### config.mk
export PLATFORM = sky130hd
export DESIGN_NAME = gather
export DESIGN_NICKNAME = d
export VERILOG_FILES = /design/src/rtl/gather_pkg.sv /design/src/rtl/gather_lane.sv /design/src/rtl/gather.sv
export SDC_FILE = /design/constraint.sdc
export NUM_CORES = 1
export LEC_CHECK = 0
export ABC_CLOCK_PERIOD_IN_PS = 1300
export CAP_MARGIN = 10
export CELL_PAD_IN_SITES_DETAIL_PLACEMENT = 0
export CELL_PAD_IN_SITES_GLOBAL_PLACEMENT = 1
export CORE_MARGIN = 2
export CORE_UTILIZATION = 28
export CTS_CLUSTER_DIAMETER = 30
export DETAILED_ROUTE_END_ITERATION = 16
export GPL_TIMING_DRIVEN = 0
export PLACE_DENSITY_LB_ADDON = 0.1
export REMOVE_ABC_BUFFERS = 1
export SLEW_MARGIN = 20
export SYNTH_ARGS = -nofsm -noshare
export SYNTH_HDL_FRONTEND = slang
export SYNTH_SLANG_ARGS = --single-unit
### constraint.sdc
create_clock -name clk -period 1.3 [get_ports clk]
set_input_delay 0.26 -clock clk [delete_from_list [all_inputs] [get_ports clk]]
set_output_delay 0.26 -clock clk [all_outputs]
set_load 0.03 [all_outputs]
### src/rtl/gather_pkg.sv
// Defaults shared by the gather block and its per-lane slice.
package gather_pkg;

  // Default lane word width and lane count.
  localparam int GATHER_W_DEF = 8;
  localparam int GATHER_N_DEF = 2;

endpackage

### src/rtl/gather_lane.sv
// One gather lane: a W-bit holding register, its valid flag and the ready logic.
// A held word is released only by the joint output transfer (xfer). A new word
// may be accepted in that same cycle, so one word per cycle is sustained.
module gather_lane
  import gather_pkg::*;
#(
  parameter int W = GATHER_W_DEF
) (
  input  logic         clk,
  input  logic         rst,
  input  logic         stb,
  input  logic [W-1:0] dat,
  input  logic         xfer,
  output logic         rdy,
  output logic         vld,
  output logic [W-1:0] hold
);

  logic take;

  // Slot is free when empty or when it is being drained this cycle.
  assign rdy  = ~vld | xfer;
  assign take = stb & rdy;

  // Capture on lane transfer, drop on output transfer, otherwise hold.
  always_ff @(posedge clk) begin
    if (rst) begin
      vld  <= 1'b0;
      hold <= '0;
    end else if (take) begin
      vld  <= 1'b1;
      hold <= dat;
    end else if (xfer) begin
      vld  <= 1'b0;
    end
  end

endmodule

### src/rtl/gather.sv
// Gather: joins N independent W-bit lanes into one N*W master word.
// m_stb rises once every lane holds a word. m_dat is driven straight from the
// lane registers. The m_rdy -> s_rdy path is combinational so all lanes can
// refill in the same cycle the joined word leaves.
module gather
  import gather_pkg::*;
#(
  parameter int W = GATHER_W_DEF,
  parameter int N = GATHER_N_DEF
) (
  input  logic           clk,
  input  logic           rst,
  input  logic [N-1:0]   s_stb,
  input  logic [N*W-1:0] s_dat,
  output logic [N-1:0]   s_rdy,
  output logic           m_stb,
  output logic [N*W-1:0] m_dat,
  input  logic           m_rdy
);

  logic [N-1:0][W-1:0] lane_dat;
  logic [N-1:0][W-1:0] lane_hold;
  logic [N-1:0]        lane_vld;
  logic                xfer;

  assign lane_dat = s_dat;

  // Joined word is complete only when every lane has its word.
  assign m_stb = &lane_vld;
  assign xfer  = m_stb & m_rdy;
  assign m_dat = lane_hold;

  genvar i;
  generate
    for (i = 0; i < N; i++) begin : g_lane
      gather_lane #(.W(W)) u_lane (
        .clk  (clk),
        .rst  (rst),
        .stb  (s_stb[i]),
        .dat  (lane_dat[i]),
        .xfer (xfer),
        .rdy  (s_rdy[i]),
        .vld  (lane_vld[i]),
        .hold (lane_hold[i])
      );
    end
  endgenerate

endmodule
==> results of run 1 <==
-- logic make-up after synthesis --
group                  share of synthesized area [%]
AOI/OAI and AO/OA                               2.70
buffers and inverters                           6.76
DFF                                             43.2
muxes                                           19.2
and+or+nand+nor                                 28.1
-- cell type report --
cell class | instances | area (sq um) | area share [%]
Inverter | 2 | 7.51 | 0.617
Timing Repair Buffer | 41 | 338 | 27.7
Multi-Input combinational cell | 57 | 434 | 35.7
Sequential cell | 18 | 363 | 29.8
Clock buffer | 4 | 36.3 | 2.98
Tap cell | 31 | 38.8 | 3.19
-- how the worst min path moves through the flow --
stage / slack, ns / depth (start not counted) / endpoint
6_report: 0.48 / 2 / g_lane[0].u_lane.hold[6]
5_1_grt: 0.50 / 2 / g_lane[1].u_lane.hold[4]
4_1_cts: 0.47 / 4 / g_lane[0].u_lane.vld
3_5_place_dp: 0.47 / 2 / g_lane[0].u_lane.hold[3]
3_3_place_gp: 0.46 / 2 / g_lane[0].u_lane.hold[1]
2_1_floorplan: 0.33 / 1 / g_lane[0].u_lane.vld
-- metrics by stage --
step	setup TNS (ns)	power, mW
after detailed placement	-11.98	0.953
after global placement	-12.01	0.949
after floorplan	-0.340	0.791
after CTS	-0.210	1.31
after global routing	-0.490	1.35
final	-0.000687	1.27
-- where the power goes --
group	internal [mW]	leakage (nW)	switching, mW
registers	0.590	0.149	0.0202
logic	0.155	0.360	0.160
clock network	0.170	0.0210	0.174
total	0.916	0.530	0.354
-- cell usage after synthesis --
library cell	instances	area, sq um
a21boi_2	2	22.5
and2_1	1	6.26
buf_4	2	15.0
buf_6	2	22.5
clkbuf_1	3	11.3
dfxtp_1	18	360
inv_1	2	7.51
mux2i_1	16	160
nand2b_1	32	200
nor2_1	4	15.0
nor2b_1	2	12.5
-- registers in the layout, summed over array words and instances, names as in the netlist --
register	cells
g_lane.u_lane.hold	16
g_lane.u_lane.vld	2
-- cells in the final DEF, fill, tap and decap left out, types with 2 or more instances in the layout --
| master | count |
|---|---|
| clkbuf_4 | 3 |
| dfxtp_1 | 16 |
| nand2b_1 | 32 |
| dfxtp_2 | 2 |
| buf_6 | 2 |
| clkdlybuf4s50_1 | 18 |
| dlygate4sd2_1 | 2 |
| nor2_1 | 4 |
| mux2i_1 | 16 |
| clkbuf_2 | 15 |
-- metal layers --
metal	up-vias	GRT usage, %	wire, um
met5	-	0	0
met4	0	4.98	12
met3	2	3.30	150
met2	22	17.2	775
met1	300	11.9	671
li1	343	-	-
-- worst min-delay path, stage by stage, from the launching register on --
cell	delay (ns)
dfxtp_1	0.32
nand2b_1	0.06
mux2i_1	0.06
-- what timing repair did --
item,4_1_cts,5_1_grt
pin swaps,1,0
endpoints found under the setup margin,35,29
hold buffers,0,0
gates resized for setup,54,22
buffers inserted,1,1
==> flow_metrics.py, run 1 <==
metrics = {
    "status": {
        "outcome": "complete, but fails checks",
        "violations": "setup timing",
    },
    "global_routing": {
        "overflow": 0,
        "grt_pass1_wl_um": 2680,
        "grt_start_max_net_pins": 35,
        "grt_pass1_vias": 622,
        "antenna_found_initial": 0,
        "grt.total_usage_pct": 10.3,
    },
    "critical_path": {
        "crit_cells": 3,
        "r2r_start": "g_lane[0].u_lane.vld",
        "worstSetupStartpoint": "g_lane[0].u_lane.vld",
        "r2r_cells": 3,
        "crit_buf_inv": 2,
        "cp-endpoint": "s_rdy[0]",
        "crit_type": "reg -> out",
        "crit_path_end_kind": "output port",
        "cpMaxStageDelayCell": "dfxtp_2",
        "cp.arrival_ns": 1.04,
        "cp-start-kind": "flip-flop",
        "cp_cell_sequence": "a21boi_4 -> inv_2 -> buf_6",
        "path_max_fanout": 3,
        "cp_top_family": "flip-flops",
        "slowest_delay_ns": 0.36,
        "required_ns": 1.04,
        "r2r_slack_ns": 0.02,
        "rr_endpoint": "g_lane[0].u_lane.hold[7]",
    },
    "floorplan": {
        "rows": 19,
        "initial_core_util_pct": 30.0,
        "ios": 40,
        "die_w_um": 58.6,
        "dieHeight_um": 58.6,
        "coreArea_sq_um": 2780,
        "die_area_sq_um": 3430,
    },
    "timing": {
        "setup_viol_count_final": 1,
        "skew_ns": 0.000641,
        "whs_ns": 0.479,
        "finalHoldViolCount": 0,
        "max_freq_mhz": 769,
        "min_period_ns": 1.30,
        "tightest_slew_ns": 0.815,
        "rsz0062_at_grt": "true",
        "finalCritPeriodShare_pct": 100,
        "slew_violations": 0,
        "worst_slack_ns": -0.000687,
        "relSlewSlack_pct": 45.7,
    },
    "finish": {
        "syn2layout_area_growth_pct": 46.1,
        "layout-drive-gt1-share_pct": 25.4,
        "fin_area_sq_um": 1220,
        "layoutNonFillerInstCount": 153,
        "fill_cells": 285,
        "fin_nets": 144,
        "fin_util_pct": 43.8,
        "antennaDiodeCount": 0,
    },
    "clocking": {
        "cts_sinks": 18,
        "clkTransAtPathRegs_ns": 0.10,
        "worstSkewPairLatency_ns": 0.29,
        "cts_tree": "done",
        "clock-root-buffer": "clkbuf_4",
        "clk_path_buf_depth": 2,
        "cts_buffers": 3,
        "cts_htree_levels": 1,
    },
    "yosys": {
        "synthDistinctLibCells": 11,
        "postSynthAreaPerCell_sq_um": 9.92,
        "yosys_warnings": 0,
        "yosysSeqAreaShare_pct": 43.2,
        "ys_ff_latch": 18,
        "synthesis.instances": 84,
        "synth_area_sq_um": 833,
    },
    "placed_design": {
        "dp_slack_ns": -0.670,
        "dp_hpwl_um": 1130,
        "dpl_cell_area_sq_um": 1210,
        "io_buffers": 39,
        "place_inst": 147,
        "place_congestion": 0.609,
    },
    "route": {
        "wl_per_cell_um": 10.5,
        "drtPass1Iterations": 2,
        "drcViolationCount": 0,
        "via_count": 667,
        "first_iter_violations": 10,
        "finalWirelength_um": 1610,
        "ant_nets": 0,
        "vias_per_cell": 4.36,
    },
    "power_and_ir_drop": {
        "irDropWorstVdd_v": 0.000546,
        "power_density_nw_per_um2": 1040,
        "cellLeakagePower_nw": 0.530,
    },
    "worst_hold_path": {
        "min_path_type": "reg -> reg",
        "min_from": "g_lane[0].u_lane.hold[6]",
    },
    "job": {
        "maxCapViolCount": 0,
    },
}
No activity file was read; power rests on OpenSTA's default activity.
==> run 2, diff against run 1 <==
- ABC_CLOCK_PERIOD_IN_PS: 1300 -> 1550
- CORE_UTILIZATION: 28 -> 31
- clock period: 1.3 -> 1.55 ns (I/O delays scaled with it)
==> flow_metrics.py, run 2 (same netlist as run 1, synthesis figures left out) <==
metrics = {
    "status": {
        "outcome": "completed",
    },
    "route": {
        "first_iter_violations": 5,
        "wl_per_cell_um": 10.8,
        "drcViolationCount": 0,
        "drtPass1Iterations": 3,
        "vias_per_cell": 4.25,
        "ant_nets": 0,
        "finalWirelength_um": 1660,
        "via_count": 651,
    },
    "worst_hold_path": {
        "min_from": "g_lane[1].u_lane.hold[5]",
        "min_path_type": "reg -> reg",
    },
    "timing": {
        "min_period_ns": 1.48,
        "max_freq_mhz": 675,
        "skew_ns": 0.00490,
        "tightest_slew_ns": 0.786,
        "finalCritPeriodShare_pct": 95.6,
        "relSlewSlack_pct": 47.4,
        "setup_viol_count_final": 0,
        "finalHoldViolCount": 0,
        "whs_ns": 0.476,
        "slew_violations": 0,
        "rsz0062_at_grt": "false",
    },
    "global_routing": {
        "grt_start_max_net_pins": 35,
        "grt_pass1_wl_um": 2700,
        "overflow": 0,
        "grt.total_usage_pct": 11.0,
        "antenna_found_initial": 0,
        "grt_pass1_vias": 657,
    },
    "finish": {
        "layoutNonFillerInstCount": 153,
        "multi_input_area_sq_um": 427,
        "layout-drive-gt1-share_pct": 10.6,
        "syn2layout_area_growth_pct": 50.5,
        "fin_util_pct": 49.7,
        "largest_reg_flops": 16,
        "seq_area_sq_um": 360,
        "antennaDiodeCount": 0,
        "fin_nets": 145,
        "final_cell_mix": "nand2b_1 (32), clkdlybuf4s50_1 (19), dfxtp_1 (18)",
        "fill_cells": 260,
        "largest-register": "g_lane.u_lane.hold",
        "final_common_cell": "nand2b_1",
        "reg_top3": "g_lane.u_lane.hold (16), g_lane.u_lane.vld (2)",
    },
    "critical_path": {
        "worstSetupStartpoint": "g_lane[1].u_lane.vld",
        "required_ns": 1.24,
        "cp-start-kind": "flip-flop",
        "r2r_start": "g_lane[0].u_lane.vld",
        "path_max_fanout": 3,
        "cp.arrival_ns": 1.17,
        "crit_type": "reg -> out",
        "crit_path_end_kind": "output port",
    },
    "clocking": {
        "clk_path_buf_depth": 2,
        "cts_htree_levels": 1,
        "cts_sinks": 18,
        "cts_tree": "done",
        "clkTransAtPathRegs_ns": 0.10,
        "clock-root-buffer": "clkbuf_4",
        "worstSkewPairLatency_ns": 0.29,
        "cts_buffers": 3,
    },
    "floorplan": {
        "coreArea_sq_um": 2520,
        "initial_core_util_pct": 33.0,
        "rows": 18,
        "die_w_um": 55.8,
        "dieHeight_um": 55.8,
        "die_area_sq_um": 3120,
        "ios": 40,
    },
    "power_and_ir_drop": {
        "cellLeakagePower_nw": 0.575,
        "irDropWorstVdd_v": 0.000456,
        "power_density_nw_per_um2": 845,
    },
    "placed_design": {
        "dp_hpwl_um": 1190,
        "place_congestion": 0.696,
        "io_buffers": 39,
        "place_inst": 146,
    },
    "job": {
        "maxCapViolCount": 0,
    },
}
[run 2: cell types whose count changed in the layout (fill, tap and decap cells not counted), sizes merged]
cell,before,now
dlymetal6s2s,0,1
dlygate4sd2,2,16
clkbuf,19,4
clkdlybuf4s50,18,19
[run 2: path summary, 6_finish.rpt]
| kind | to | slack (ns) | cells past startpoint |
|---|---|---|---|
| worst min register to register | g_lane[1].u_lane.hold[5] | 0.48 | 2 |
| worst max register to register | g_lane[0].u_lane.hold[0] | 0.27 | 3 |
| worst min-delay path | g_lane[1].u_lane.hold[5] | 0.48 | 2 |
| worst max-delay path | m_stb | 0.07 | 2 |
[run 2: per-stage QoR]
stage / power, mW / TNS (ns) / area, sq um / worst slack [ns]
final: 1.06 / 0 / 1250 / 0.0689
after global routing: 1.12 / 0 / 1250 / 0.00535
after CTS: 1.08 / -0.0761 / 1240 / -0.0761
after detailed placement: 0.800 / -7.85 / 1210 / -0.459
after global placement: 0.795 / -7.80 / 1210 / -0.441
after floorplan: 0.663 / 0 / 785 / 0.229
[run 2: cell type report]
| type | count | area share, % |
|---|---|---|
| tap | 30 | 2.99 |
| timing repair buffer | 42 | 30.7 |
| inverter | 2 | 0.599 |
| sequential | 18 | 28.7 |
| clock buffer | 4 | 2.89 |
| multi-input combinational | 57 | 34.0 |
[run 2: what timing repair did]
| action | 4_1_cts | 5_1_grt |
|---|---|---|
| setup endpoints to repair | 35 | 3 |
| resized for setup | 27 | 5 |
| pin swaps | 2 | 2 |
| hold buffers | 0 | 0 |
| setup buffers | 1 | 2 |
| cloned | 0 | 0 |
[run 2: worst max-delay path, stage by stage, from the launching register on]
cell,delay [ns]
dfxtp_1,0.38
and2_1,0.14
clkdlybuf4s15_1,0.36
[run 2: report_power, final]
part           internal [mW]  switching [mW]
sequential             0.494          0.0151
combinational          0.130           0.133
clock                  0.143           0.144
[run 2: metal layers]
layer	track usage, %	part of all wire [%]
met4	6.12	0.84
met2	18.9	48
met3	4.19	7.4
met5	0	0
met1	11.6	44
==> run 3, diff against run 2 <==
- ABC_AREA: not set -> 1
- CORE_UTILIZATION: 31 -> 28
==> flow_metrics.py, run 3 <==
metrics = {
    "floorplan": {
        "rows": 19,
        "coreArea_sq_um": 2730,
        "die_area_sq_um": 3310,
        "die_w_um": 57.5,
        "initial_core_util_pct": 29.3,
        "ios": 40,
        "dieHeight_um": 57.5,
    },
    "critical_path": {
        "cp_cell_sequence": "nand3_2 -> nand2_4 -> buf_4",
        "crit_type": "reg -> out",
        "required_ns": 1.24,
        "r2r_cells": 7,
        "r2r_start": "g_lane[0].u_lane.vld",
        "cp.arrival_ns": 1.12,
        "cpMaxStageDelayCell": "dfxtp_2",
        "slowest_delay_ns": 0.40,
        "path_max_fanout": 5,
        "r2r_slack_ns": 0.40,
        "crit_buf_inv": 1,
        "cp-start-kind": "flip-flop",
        "rr_endpoint": "g_lane[1].u_lane.hold[0]",
        "crit_path_end_kind": "output port",
        "cp_top_family": "flip-flops",
    },
    "placed_design": {
        "place_inst": 184,
        "dpl_cell_area_sq_um": 1200,
        "dp_slack_ns": -0.601,
        "dp_hpwl_um": 1400,
        "io_buffers": 39,
        "place_congestion": 0.681,
    },
    "clocking": {
        "cts_htree_levels": 1,
        "clock-root-buffer": "clkbuf_4",
        "clkTransAtPathRegs_ns": 0.09,
        "cts_tree": "done",
        "hold_buffers": 0,
        "worstSkewPairLatency_ns": 0.28,
        "cts_sinks": 18,
        "cts_buffers": 3,
        "clk_path_buf_depth": 2,
    },
    "finish": {
        "final_cell_mix": "nor2_1 (32), inv_1 (22), clkdlybuf4s50_1 (19)",
        "layout-drive-gt1-share_pct": 10.6,
        "layoutNonFillerInstCount": 191,
        "final_common_cell": "nor2_1",
        "fin_area_sq_um": 1240,
        "fin_util_pct": 45.5,
        "reg_top3": "g_lane.u_lane.hold (16), g_lane.u_lane.vld (2)",
        "antennaDiodeCount": 0,
        "syn2layout_area_growth_pct": 55.2,
        "multi_input_area_sq_um": 339,
        "largest-register": "g_lane.u_lane.hold",
        "seq_area_sq_um": 363,
        "largest_reg_flops": 16,
        "fill_cells": 289,
        "fin_nets": 183,
    },
    "power_and_ir_drop": {
        "cellLeakagePower_nw": 0.675,
        "p_total_mw": 1.06,
        "power_frac_seq_pct": 49.6,
        "irDropWorstVdd_v": 0.000752,
        "power.internal_mw": 0.723,
        "power_density_nw_per_um2": 848,
        "p_comb_share_pct": 29.5,
        "switching_share_pct": 31.5,
        "p_clk_share_pct": 20.9,
        "switchingPower_mw": 0.333,
    },
    "route": {
        "first_iter_violations": 8,
        "via_count": 821,
        "ant_nets": 0,
        "drtPass1Iterations": 3,
        "wl_per_cell_um": 10.3,
        "finalWirelength_um": 1960,
        "drcViolationCount": 0,
        "vias_per_cell": 4.30,
    },
    "timing": {
        "rsz0062_at_grt": "false",
        "setup_viol_count_final": 0,
        "finalCritPeriodShare_pct": 92.1,
        "final.setup.tns_ns": 0,
        "skew_ns": 0.00221,
        "tightest_slew_ns": 0.537,
        "whs_ns": 0.485,
        "worst_slack_ns": 0.122,
        "max_freq_mhz": 700,
        "slew_violations": 0,
        "finalHoldViolCount": 0,
        "min_period_ns": 1.43,
        "relSlewSlack_pct": 64.2,
    },
    "yosys": {
        "yosysSeqAreaShare_pct": 44.9,
        "synth_edf_count": 0,
        "ys_ff_latch": 18,
        "yosysTopAreaCell": "dfxtp_1",
        "async_reset_ff_share_pct": 0,
        "netlist_top_cells_area": "dfxtp_1 (45%), nor2_1 (15%), inv_1 (10%)",
        "postSynthAreaPerCell_sq_um": 6.74,
        "synth_flop_cell": "dfxtp_1",
        "synthDistinctLibCells": 11,
        "synthesis.instances": 119,
        "synthTopCellsByCount": "nor2_1 (32), inv_1 (22), dfxtp_1 (18), nand2_1 (17), nand3_1 (16)",
        "yosys.area.top_type_share_pct": 44.9,
        "yosys_warnings": 0,
        "synth_most_common_cell": "nor2_1",
        "synth_area_sq_um": 802,
    },
    "job": {
        "maxCapViolCount": 0,
    },
    "global_routing": {
        "grt_start_max_net_pins": 17,
        "overflow": 0,
        "antenna_found_initial": 0,
        "grt_pass1_vias": 766,
        "grt.total_usage_pct": 13.0,
        "grt_pass1_wl_um": 3300,
    },
    "worst_hold_path": {
        "min_path_type": "reg -> reg",
        "min_from": "g_lane[0].u_lane.hold[1]",
        "min_to": "g_lane[0].u_lane.hold[1]",
        "min_path_cells": 2,
    },
    "status": {
        "outcome": "completed",
    },
}
[run 3: cell types whose count changed after synthesis, sizes merged, moves of 2 or more]
cell | before | now
nand2 | 0 | 19
nor2b | 2 | 0
inv | 2 | 22
a21boi | 2 | 0
a21oi | 0 | 4
nor2 | 4 | 34
nand2b | 32 | 0
nand3 | 0 | 17
clkbuf | 3 | 0
mux2i | 16 | 0
[run 3: power by group through the flow]
| stage | Sequential (mW) | Combinational [mW] | Clock [mW] |
|---|---|---|---|
| floorplan | 0.600 | 0.105 | 0 |
| global placement | 0.532 | 0.323 | 0 |
| detailed placement | 0.534 | 0.326 | 0 |
| CTS | 0.524 | 0.306 | 0.243 |
| global route | 0.530 | 0.340 | 0.260 |
| finish | 0.524 | 0.311 | 0.221 |
[run 3: worst max-delay path by stage]
stage                               startpoint                  endpoint  cells past startpoint
final                     g_lane[0].u_lane.vld                  s_rdy[1]                      3
after CTS                                m_rdy                  s_rdy[1]                      4
after detailed placement                 m_rdy                  s_rdy[1]                      4
after global placement                   m_rdy                  s_rdy[1]                      4
after floorplan           g_lane[0].u_lane.vld  g_lane[0].u_lane.hold[0]                      5
after global routing      g_lane[0].u_lane.vld                  s_rdy[1]                      3
[run 3: timing repair]
| action | CTS | global route |
|---|---|---|
| gates resized for setup | 33 | 3 |
| pin swaps | 1 | 1 |
| endpoints found under the setup margin | 19 | 3 |
| setup buffers | 1 | 3 |
[run 3: logic make-up (layout without fill, tap and decap cells)]
logic type | after synthesis | in the layout | synth area share (%)
buffers and inverters | 27 | 68 | 14.0
AOI/OAI and AO/OA | 4 | 4 | 2.50
and+or+nand+nor | 70 | 70 | 38.5
DFF | 18 | 18 | 44.9
[run 3: worst register-to-register path, cell delays in order (launching register included)]
cell     delay, ns
dfxtp_2       0.40
nand3_2       0.15
nand2_4       0.13
buf_4         0.11
buf_4         0.10
nand3_1       0.06
nand2_1       0.07
nor2_1        0.04
[run 3: cell type report]
class                           instances  share of cell area (%)
Inverter                               22                    6.63
Clock buffer                            3                    1.81
Timing Repair Buffer                   43                    32.1
Multi-Input combinational cell         74                    27.2
Tap cell                               31                    3.12
Sequential cell                        18                    29.1
[run 3: metal layers]
metal	GRT usage, %	up-vias	share of wire (%)	wire length [um]
met3	5.67	2	8.3	162
met5	0	-	0	0
met1	14.5	355	40	786
met4	1.99	0	0.66	13
li1	-	436	-	-
met2	23.2	28	51	997
